File: src/rtl/pe_col_issuer.sv
`default_nettype none
// ============================================================================
// Module   : pe_col_issuer
// Purpose  : Fetches a row's guard maps and issues one command per column
//            group to the PE column controller (valid/ready/finish).
//            Optional macro PE_ISSUER_SKIP_EMPTY_EN skips empty non-last groups.
// Revision : 1.0 - initial release
// ============================================================================
module pe_col_issuer #(
    parameter int ADDR_W = 8,
    parameter int LEN_W  = 7
) (
    input  logic              clk,
    input  logic              rst_n,
    input  logic              row_valid,
    output logic              row_ready,
    input  logic [ADDR_W-1:0] row_base,
    input  logic [LEN_W-1:0]  row_len,
    input  logic              row_bit_mode,
    input  logic              row_kernel_mode,
    input  logic              row_is_odd,
    output logic              map_rd_en,
    output logic [ADDR_W-1:0] map_rd_addr,
    input  logic [5:0]        map_rd_data,
    output logic              ctrl_valid,
    input  logic              ctrl_ready,
    input  logic              ctrl_finish,
    output logic [5:0]        guard_map_o,
    output logic              bit_mode_o,
    output logic              kernel_mode_o,
    output logic              is_odd_row_o,
    output logic              end_of_row_o,
    output logic              row_done,
    output logic              busy
`ifdef PE_ISSUER_SKIP_EMPTY_EN
   ,output logic [LEN_W-1:0]  skip_cnt
`endif
);

    typedef enum logic [2:0] {
        S_IDLE  = 3'd0,
        S_FETCH = 3'd1,
        S_LATCH = 3'd2,
        S_ISSUE = 3'd3,
        S_RUN   = 3'd4,
        S_DONE  = 3'd5
    } state_t;

    localparam logic [LEN_W-1:0] c_len_one = {{(LEN_W-1){1'b0}}, 1'b1};

    state_t              r_state;
    state_t              w_state_nxt;
    logic [ADDR_W-1:0]   r_base;
    logic [LEN_W-1:0]    r_len;
    logic [LEN_W-1:0]    r_idx;
    logic [5:0]          r_guard_map;
    logic                r_bit_mode;
    logic                r_kernel_mode;
    logic                r_is_odd;
    logic                r_end_of_row;
    logic                w_accept;
    logic                w_capture;
    logic                w_skip;
    logic                w_cmd_done;
    logic                w_advance;
    logic                w_last;
    logic [ADDR_W-1:0]   w_idx_ext;

    assign w_last    = (r_idx == (r_len - c_len_one));
    assign w_idx_ext = ADDR_W'(r_idx);
    assign w_advance = (w_cmd_done && !w_last) || w_skip;

    always_ff @(posedge clk or negedge rst_n) begin
        if (!rst_n) begin
            r_state <= S_IDLE;
        end else begin
            r_state <= w_state_nxt;
        end
    end

    always_comb begin
        w_state_nxt = r_state;
        w_accept    = 1'b0;
        w_capture   = 1'b0;
        w_skip      = 1'b0;
        w_cmd_done  = 1'b0;
        case (r_state)
            S_IDLE: begin
                if (row_valid) begin
                    w_accept    = 1'b1;
                    w_state_nxt = (row_len == '0) ? S_DONE : S_FETCH;
                end
            end
            S_FETCH: w_state_nxt = S_LATCH;
            S_LATCH: begin
                w_capture   = 1'b1;
                w_state_nxt = S_ISSUE;
`ifdef PE_ISSUER_SKIP_EMPTY_EN
                // The last group always goes out so end_of_row reaches the controller.
                if ((map_rd_data == 6'd0) && !r_bit_mode && !w_last) begin
                    w_skip      = 1'b1;
                    w_state_nxt = S_FETCH;
                end
`endif
            end
            S_ISSUE: begin
                if (ctrl_ready) begin
                    if (ctrl_finish) begin
                        w_cmd_done = 1'b1;
                    end else begin
                        w_state_nxt = S_RUN;
                    end
                end
            end
            S_RUN: begin
                if (ctrl_finish) begin
                    w_cmd_done = 1'b1;
                end
            end
            S_DONE:  w_state_nxt = S_IDLE;
            default: w_state_nxt = S_IDLE;
        endcase
        if (w_cmd_done) begin
            w_state_nxt = w_last ? S_DONE : S_FETCH;
        end
    end

    always_ff @(posedge clk or negedge rst_n) begin
        if (!rst_n) begin
            r_base        <= '0;
            r_len         <= '0;
            r_idx         <= '0;
            r_bit_mode    <= 1'b0;
            r_kernel_mode <= 1'b0;
            r_is_odd      <= 1'b0;
            r_guard_map   <= 6'd0;
            r_end_of_row  <= 1'b0;
        end else begin
            if (w_accept) begin
                r_base        <= row_base;
                r_len         <= row_len;
                r_idx         <= '0;
                r_bit_mode    <= row_bit_mode;
                r_kernel_mode <= row_kernel_mode;
                r_is_odd      <= row_is_odd;
            end else if (w_advance) begin
                r_idx <= r_idx + c_len_one;
            end
            if (w_capture) begin
                r_guard_map  <= map_rd_data;
                r_end_of_row <= w_last;
            end
        end
    end

`ifdef PE_ISSUER_SKIP_EMPTY_EN
    logic [LEN_W-1:0] r_skip_cnt;

    always_ff @(posedge clk or negedge rst_n) begin
        if (!rst_n) begin
            r_skip_cnt <= '0;
        end else if (w_accept) begin
            r_skip_cnt <= '0;
        end else if (w_skip) begin
            r_skip_cnt <= r_skip_cnt + c_len_one;
        end
    end

    assign skip_cnt = r_skip_cnt;
`endif

    assign row_ready     = (r_state == S_IDLE);
    assign busy          = (r_state != S_IDLE);
    assign map_rd_en     = (r_state == S_FETCH);
    assign map_rd_addr   = map_rd_en ? (r_base + w_idx_ext) : '0;
    assign ctrl_valid    = (r_state == S_ISSUE);
    assign row_done      = (r_state == S_DONE);
    assign guard_map_o   = r_guard_map;
    assign bit_mode_o    = r_bit_mode;
    assign kernel_mode_o = r_kernel_mode;
    assign is_odd_row_o  = r_is_odd;
    assign end_of_row_o  = r_end_of_row;

endmodule
`default_nettype wire

File: config.mk
export PLATFORM = sky130hd
export DESIGN_NAME = pe_col_issuer
export DESIGN_NICKNAME = d
export VERILOG_FILES = /design/src/rtl/pe_col_issuer.sv
export SDC_FILE = /design/constraint.sdc
export NUM_CORES = 1
export LEC_CHECK = 0
export ABC_AREA = 1
export CAP_MARGIN = 30
export CORE_MARGIN = 10
export CORE_UTILIZATION = 49
export CTS_CLUSTER_SIZE = 40
export DETAILED_ROUTE_END_ITERATION = 10
export GPL_TIMING_DRIVEN = 0
export PLACE_DENSITY = 0.8
export SKIP_LAST_GASP = 1
export SLEW_MARGIN = 30
export SYNTH_ARGS = -nofsm -noshare
export SYNTH_HDL_FRONTEND = slang
export SYNTH_SLANG_ARGS = --single-unit
File: constraint.sdc
create_clock -name clk -period 2.8 [get_ports clk]
set_input_delay 0.56 -clock clk [delete_from_list [all_inputs] [get_ports clk]]
set_output_delay 0.56 -clock clk [all_outputs]
set_load 0.01 [all_outputs]
-- Word level (Yosys, flattened, before mapping)
Cells that the tools add are included.
- flip-flop bits (word level): 35
- word-level logic and storage cells: 45
- add/sub/neg operators: 3
- eq/ne operators: 10
- multiplexer cells: 16
- reductions and logical operators: 7
- operators by type and width (operator ; count):
    3-bit two-way mux ; 6
    3-bit one-hot mux with 5 select lines ; 1
    7-bit two-way mux ; 2
    8-bit by 7-bit adder with 8-bit output ; 1
    8-bit two-way mux ; 1
    7-bit by 1-bit adder with 7-bit output (second input constant) ; 1
    7-bit equality test ; 1
    7-bit logical NOT ; 1
    7-bit by 1-bit subtractor with 7-bit output (second input constant) ; 1
    3-bit by 2-bit equality test with 1-bit output (second input constant) ; 2
    3-bit equality test (second input constant) ; 2
    3-bit by 2-bit != test with 1-bit output (second input constant) ; 2
    1-bit two-way mux ; 5
    4-bit AND reduction ; 1
    3-bit by 1-bit equality test with 1-bit output (second input constant) ; 1
    3-bit logical NOT ; 1
    3-bit by 1-bit != test with 1-bit output (second input constant) ; 1
    3-bit nonzero test ; 1
    2-bit != test (second input constant) ; 1
    1-bit one-hot mux with 2 select lines ; 1
    2-bit nonzero test ; 1
    1-bit logical AND ; 1
    1-bit logical NOT ; 1

-- Depth between registers and ports, before layout
Gate-level depths: netlist of the first run.
- depth in word-level cells: 6
- depth in mapped cells: 14

-- Least setup slack after synthesis of the first run
No wires, ideal clock.
- path type: register to output
- from: register r_idx[0]
- to: output port map_rd_addr[6]
- arrival time: 1.749 ns
- data required time: 2.240 ns
- slack: 0.491 ns
- stages on the path, launching flop included: 10
- buffers on the path: 0
- cell sequence: dfrtp_1 > ha_1 > fa_1 > nand3_1 > nand3_1 > nand2_1 > nand2_1 > a21oi_1 > o21ai_0 > a21oi_1
- longest elaborated chain between the ends: 2
- RTL lines (item ; RTL line ; text):
    from (decl) ; 55 ; logic [LEN_W-1:0] r_idx;
    from (signal assigned) ; 147 ; r_idx <= r_idx + c_len_one;
    8-bit by 7-bit adder with 8-bit output ; 175 ; assign map_rd_addr = map_rd_en ? (r_base + w_idx_ext) : '0;
    8-bit two-way mux ; 175 ;
    to (decl) ; 23 ; output logic [ADDR_W-1:0] map_rd_addr,
No other way between the ends.

-- Final worst setup path of the first run
Same ends and word-level chain as after synthesis.

==> metrics.yaml, run 1 <==
synth_fp_nets: 282
grt_pass1_vias: 2021
place_congestion: 0.905
crit_chain: "ha_1, fa_2, nand3_1, nand3_1, nand2_1, nand2_1, a21oi_1, o21ai_0, a21oi_1, clkbuf_2"
dp_hpwl_um: 4150
path_clk_slew_ps: 70
fp.dieW_um: 85.4
place_ws_ps: -128
cts_tree: "yes"
finClkSkew_ps: 7.46
grt_pass1_wl_um: 9120
placed_cells: 345
crit_type: "flop to output port"
syn_area_per_cell_um2: 8.63
p_leak_nw: 1.34
syn_inst: 243
synthSimpleGateAreaFrac_pct: 24.8
vias: 1875
slew_headroom_pct: 69.2
synth_top_family_by_area: "simple AND/OR/NAND/NOR gates"
tightest_slew_ps: 463
endpoint_kind: "output port"
routedWlPerCell_um: 15.4
cts_buffers: 5
row_count: 23
cts_htree_levels: 2
routed_wl_um: 5450
viasPerCell: 5.30
gr-total-overflow: 0
syn-cell-area_um2: 2100
layout_commonest_cell: "nand2_1"
status: "finished clean"
synthToLayoutAreaGrowth_pct: 35.5
final_antenna_net_count: 0
start_util_pct: 51.3
clkLatencyLatePin_ps: 300
die_area_um2: 7300
design_area_um2: 2840
crit_path_max_incr_delay_ps: 440
powerDensity_nw_per_um2: 991
final_cells: 354
synth-seq-cells: 35
irDropWorstVdd_v: 0.000560
io_buffers: 51
post_dp_cell_area_um2: 2690
cp-start-kind: "flop"
core_area_um2: 4090
num_io_pins: 52
max_freq_ghz: 0.364
yosysUniqueCellTypes: 29
dr.pass1.iters: 4
finalWorstSetupSlack_ps: 56.0
antenna_cells: 0
drive_gt1_share_pct: 17.8
synth-compound-area-share_pct: 7.99
fin_setup_tns_ps: 0
cp_slowest_cell: "dfrtp_2"
yosys.area_share.adder_pct: 6.32
synth_xor_area_share_pct: 3.34
hold_ws_ps: 179
yosysWarnings: 0
track_usage_pct: 15.2
synth_seq_area_share_pct: 41.7
setup_viol: 0
cts.sinks: 35
final_cell_mix: "47 x nand2_1, 45 x clkdlybuf4s50_1, 31 x dfrtp_1, 25 x inv_1"
cts-root-buf: "clkbuf_8"
synth.area.mux_share_pct: 10.2
drc: 0
fin_nets: 342
grt_start_max_net_pins: 22
rsz0062_at_grt: "true"
holdBufCountCts: 0
clk_path_buf_depth: 2
drv_slew: 0
drtIter0Drc: 184
period_minus_slack_ps: 2740
hp-class: "input pin to async pin"
antenna_found_initial: 0
finalHoldViolations: 0
fp.dieH_um: 85.4
finalCritPeriodShare_pct: 98.0
critPathArrivalTime_ps: 2180
max_cap_viol_count: 0
crit_fanout: 5
cp_data_required_time_ps: 2240
[registers in the layout (all words and copies together) (netlist names)]
name / count
bit_mode_o: 1
r_base: 8
kernel_mode_o: 1
r_state: 3
r_len: 7
guard_map_o: 6
r_idx: 7
is_odd_row_o: 1
end_of_row_o: 1
[Yosys cell counts]
| library cell | count | share of area (%) |
|---|---|---|
| nand2_1 | 47 | 8.4 |
| dfrtp_1 | 35 | 42 |
| inv_1 | 25 | 4.5 |
| a21oi_1 | 19 | 4.5 |
| nand3_1 | 19 | 4.5 |
| mux2_2 | 18 | 9.7 |
| nor2_1 | 17 | 3.0 |
| ha_1 | 9 | 5.4 |
| nor3_1 | 7 | 1.7 |
| o21ai_0 | 7 | 1.7 |
| xor2_1 | 7 | 2.9 |
| nand4_1 | 6 | 1.8 |
| nor2_2 | 5 | 1.5 |
| inv_2 | 3 | 0.54 |
| clkbuf_1 | 2 | 0.36 |
| nand2_4 | 2 | 1.1 |
| nand3_2 | 2 | 0.95 |
| nand3b_1 | 2 | 0.72 |
| a211oi_1 | 1 | 0.36 |
| a31oi_1 | 1 | 0.30 |
| buf_2 | 1 | 0.24 |
| fa_1 | 1 | 0.95 |
| mux2_1 | 1 | 0.54 |
| nand2_2 | 1 | 0.30 |
| nor2_4 | 1 | 0.54 |
| nor4_1 | 1 | 0.30 |
| o211ai_1 | 1 | 0.36 |
| o21ai_4 | 1 | 0.78 |
| xnor2_1 | 1 | 0.42 |
[critical path: cells and delay by family (launching register included)]
| kind | cells | cell delay (ps) |
|---|---|---|
| buffers and inverters | 1 | 150 |
| and+or+nand+nor | 4 | 310 |
| adders and majority gates | 2 | 590 |
| DFF | 1 | 440 |
| AOI/OAI and AO/OA | 3 | 380 |
[logic make-up after synthesis]
family                     count (synthesis)
and+or+nand+nor                          110
DFF                                       35
buffers and inverters                     31
AOI/OAI and AO/OA                         30
muxes                                     19
adders and majority gates                 10
xor gates and xnor gates                   8
[final timing paths]
kind,cells past startpoint,to,slack (ps),start
min in group clk,1,guard_map_o[3]$_DFFE_PN0P_,500,guard_map_o[3]$_DFFE_PN0P_
max,10,map_rd_addr[6],60,r_idx[0]$_DFFE_PN0P_
max in group asynchronous,2,r_idx[5]$_DFFE_PN0P_,2180,rst_n
min,1,r_len[2]$_DFFE_PN0P_,180,rst_n
max reg2reg,14,r_idx[1]$_DFFE_PN0P_,910,r_len[0]$_DFFE_PN0P_
min reg2reg,1,guard_map_o[3]$_DFFE_PN0P_,500,guard_map_o[3]$_DFFE_PN0P_
[metal layers]
| metal | vias up | track usage, % | part of all wire, % |
|---|---|---|---|
| li1 | 928 | - | - |
| met1 | 884 | 16.6 | 43 |
| met2 | 58 | 26.5 | 48 |
| met3 | 5 | 6.21 | 8.5 |
| met4 | 0 | 3.59 | 0.95 |
| met5 | - | 0 | 0 |
[where the power goes]
group          internal (mW)  switching [mW]  leakage (nW)
clock network          0.224           0.195        0.0505
logic                  0.724           0.752         0.870
registers              0.728           0.195         0.416
[final cells by class]
cell class / instances / area (um2)
Clock inverter: 1 / 7.51
Timing Repair Buffer: 53 / 534
Fill cell: 320 / 1240
Clock buffer: 7 / 96.3
Sequential cell: 35 / 881
Buffer: 3 / 12.5
Tap cell: 50 / 62.6
Multi-Input combinational cell: 177 / 1140
Inverter: 28 / 105
[through the flow]
| stage | util [%] | total power, mW |
|---|---|---|
| finish | 69.6 | 2.82 |
| global placement | 65.4 | 2.28 |
| global route | 69.6 | 3.04 |
| CTS | 68.9 | 2.79 |
| floorplan | - | 1.75 |
| detailed placement | 65.9 | 2.35 |
[what timing repair did]
| item | 4_1_cts | 5_1_grt |
|---|---|---|
| gates resized for setup | 10 | 6 |
| cloned | 0 | 0 |
| pin swaps | 1 | 0 |
| endpoints found under the setup margin | 8 | 5 |
| buffers inserted | 0 | 1 |
Note: power is estimated with default switching activity, not from simulation.
==> run 2, diff against run 1 <==
PLACE_DENSITY = 0.92   (was 0.8)
==> run 2 against run 1 <==
Compared with the run above:
- clock power decreased by 15%
- core utilization fell by 0.061 points
- die area stayed put
- sequential share of layout area is essentially flat
- register-to-register slack hardly changed
- critical endpoint unchanged
- total power down 1.4%
- worst hold slack got worse by 64 ps
- combinational power about the same
- largest power group unchanged
- clock skew is 1.3 ps lower
- critical path depth unchanged
==> metrics.yaml, run 2 (same netlist as run 1, synthesis figures left out) <==
finalHoldViolations: 0
r2r-start: "r_len[0]$_DFFE_PN0P_"
max_freq_ghz: 0.359
cts-root-buf: "clkbuf_8"
final_cell_mix: "47 x nand2_1, 45 x clkdlybuf4s50_1, 32 x dfrtp_1, 25 x inv_1"
hold_ws_ps: 115
critPathArrivalTime_ps: 2220
cts_tree: "yes"
tightest_slew_ps: 462
cp_slowest_cell: "dfrtp_2"
fill_cells: 319
p_sw_mw: 1.14
dp_hpwl_um: 4150
start_util_pct: 51.3
startpoint: "r_idx[0]$_DFFE_PN0P_"
fin_nets: 343
fp.dieW_um: 85.4
max_cap_viol_count: 0
row_count: 23
crit_fanout: 6
ff2ff_setup_slack_ps: 910
clk_path_buf_depth: 2
finalWorstSetupSlack_ps: 17.0
crit_type: "flop to output port"
drv_slew: 0
crit_chain: "ha_4, fa_2, nand3_2, nand3_1, nand2_1, nand2_1, a21oi_2, o21ai_1, a21oi_1, buf_2"
cp_data_required_time_ps: 2240
finalCritPeriodShare_pct: 99.4
fp.dieH_um: 85.4
largest_register_ffs: 8
layout_commonest_cell: "nand2_1"
place_ws_ps: -164
final_antenna_net_count: 0
viasPerCell: 5.39
setup_viol: 0
period_minus_slack_ps: 2780
top_regs: "r_base x8, r_idx x7, r_len x7"
place_congestion: 0.888
clkPwrFrac_pct: 12.8
power_mw: 2.78
grt_start_max_net_pins: 29
endpoint_kind: "output port"
dr.pass1.iters: 4
core_area_um2: 4090
grt_pass1_vias: 2022
p_int_mw: 1.64
swShare_pct: 41.1
finClkSkew_ps: 6.20
die_area_um2: 7300
status: "finished clean"
crit_path_max_incr_delay_ps: 460
final_util_pct: 69.5
seqPwrFrac_pct: 33.6
drive_gt1_share_pct: 18.0
drc: 0
gr-total-overflow: 0
irDropWorstVdd_v: 0.000730
routed_wl_um: 5590
powerDensity_nw_per_um2: 978
track_usage_pct: 15.5
crit_end: "map_rd_addr[6]"
cp-start-kind: "flop"
vias: 1915
multi_input_area_um2: 1160
r2r_end: "r_idx[1]$_DFFE_PN0P_"
crit_top_cell: "nand2_1"
top_register: "r_base"
antenna_cells: 0
slew_headroom_pct: 68.9
hp-class: "input pin to async pin"
cts.sinks: 35
final_cells: 355
antenna_found_initial: 0
regArea_um2: 880
cts_htree_levels: 2
path_clk_slew_ps: 70
combPwrFrac_pct: 53.6
grt_pass1_wl_um: 9320
routedWlPerCell_um: 15.7
num_io_pins: 52
rsz0062_at_grt: "true"
drtIter0Drc: 206
reg2reg_depth: 14
p_leak_nw: 1.33
io_buffers: 51
placed_cells: 345
synthToLayoutAreaGrowth_pct: 35.4
cts_buffers: 5
clkLatencyLatePin_ps: 290
[run 2: changes by cell type in the layout (fill, tap and decap cells not counted), sizes merged]
cell      previous run  this run
clkinvlp             1         0
buf                  4         6
clkinv               0         1
clkbuf              10         9
[run 2: per-stage QoR]
stage / TNS [ps] / area (um2)
2_1_floorplan: 0 / 2100
3_3_place_gp: -94.3 / 2670
3_5_place_dp: -164 / 2690
4_1_cts: -172 / 2800
5_1_grt: -130 / 2840
6_report: 0 / 2840
[run 2: worst max-delay path: cells and delay by family, from the launching register on]
kind,cells,cell delay (ps)
simple gates,4,340
fa+ha+maj,2,600
flops,1,460
buf+inv,1,150
compound gates,3,400
[run 2: final cells by class]
type                       count  share of cell area [%]
timing repair buffer          54                    18.8
tap                           50                    2.20
multi-input combinational    177                    41.0
inverter                      28                    3.70
buffer                         3                   0.441
sequential                    35                    31.0
clock inverter                 1                   0.176
clock buffer                   7                    2.69
[run 2: timing repair]
action | 4_1_cts | 5_1_grt
hold endpoints to repair | 0 | 0
pin swaps | 1 | 2
setup buffers | 0 | 2
setup endpoints to repair | 8 | 3
resized for setup | 10 | 11
hold buffers | 0 | 0
[run 2: how the worst min path moves through the flow]
stage	slack, ps	startpoint	cells after the start	to
global placement	490	guard_map_o[0]$_DFFE_PN0P_	1	guard_map_o[0]$_DFFE_PN0P_
global route	130	rst_n	1	r_base[5]$_DFFE_PN0P_
detailed placement	430	rst_n	1	r_base[5]$_DFFE_PN0P_
floorplan	260	rst_n	0	bit_mode_o$_DFFE_PN0P_
finish	120	rst_n	1	is_odd_row_o$_DFFE_PN0P_
CTS	120	rst_n	1	r_base[5]$_DFFE_PN0P_
[run 2: power groups by stage]
stage / sequential, mW / clock [mW] / combinational [mW]
final: 0.934 / 0.355 / 1.49
after global routing: 0.964 / 0.381 / 1.66
after CTS: 0.921 / 0.365 / 1.46
after detailed placement: 0.916 / 0 / 1.43
after global placement: 0.904 / 0 / 1.37
after floorplan: 0.914 / 0 / 0.838
[run 2: routing by layer]
metal  GRT usage (%)  vias to the layer above  share of wire [%]
met5               0                        -                  0
met4            4.79                        0                1.6
met3            6.12                       11                8.5
met2            27.5                       76                 50
met1            16.5                      896                 40
li1                -                      932                  -
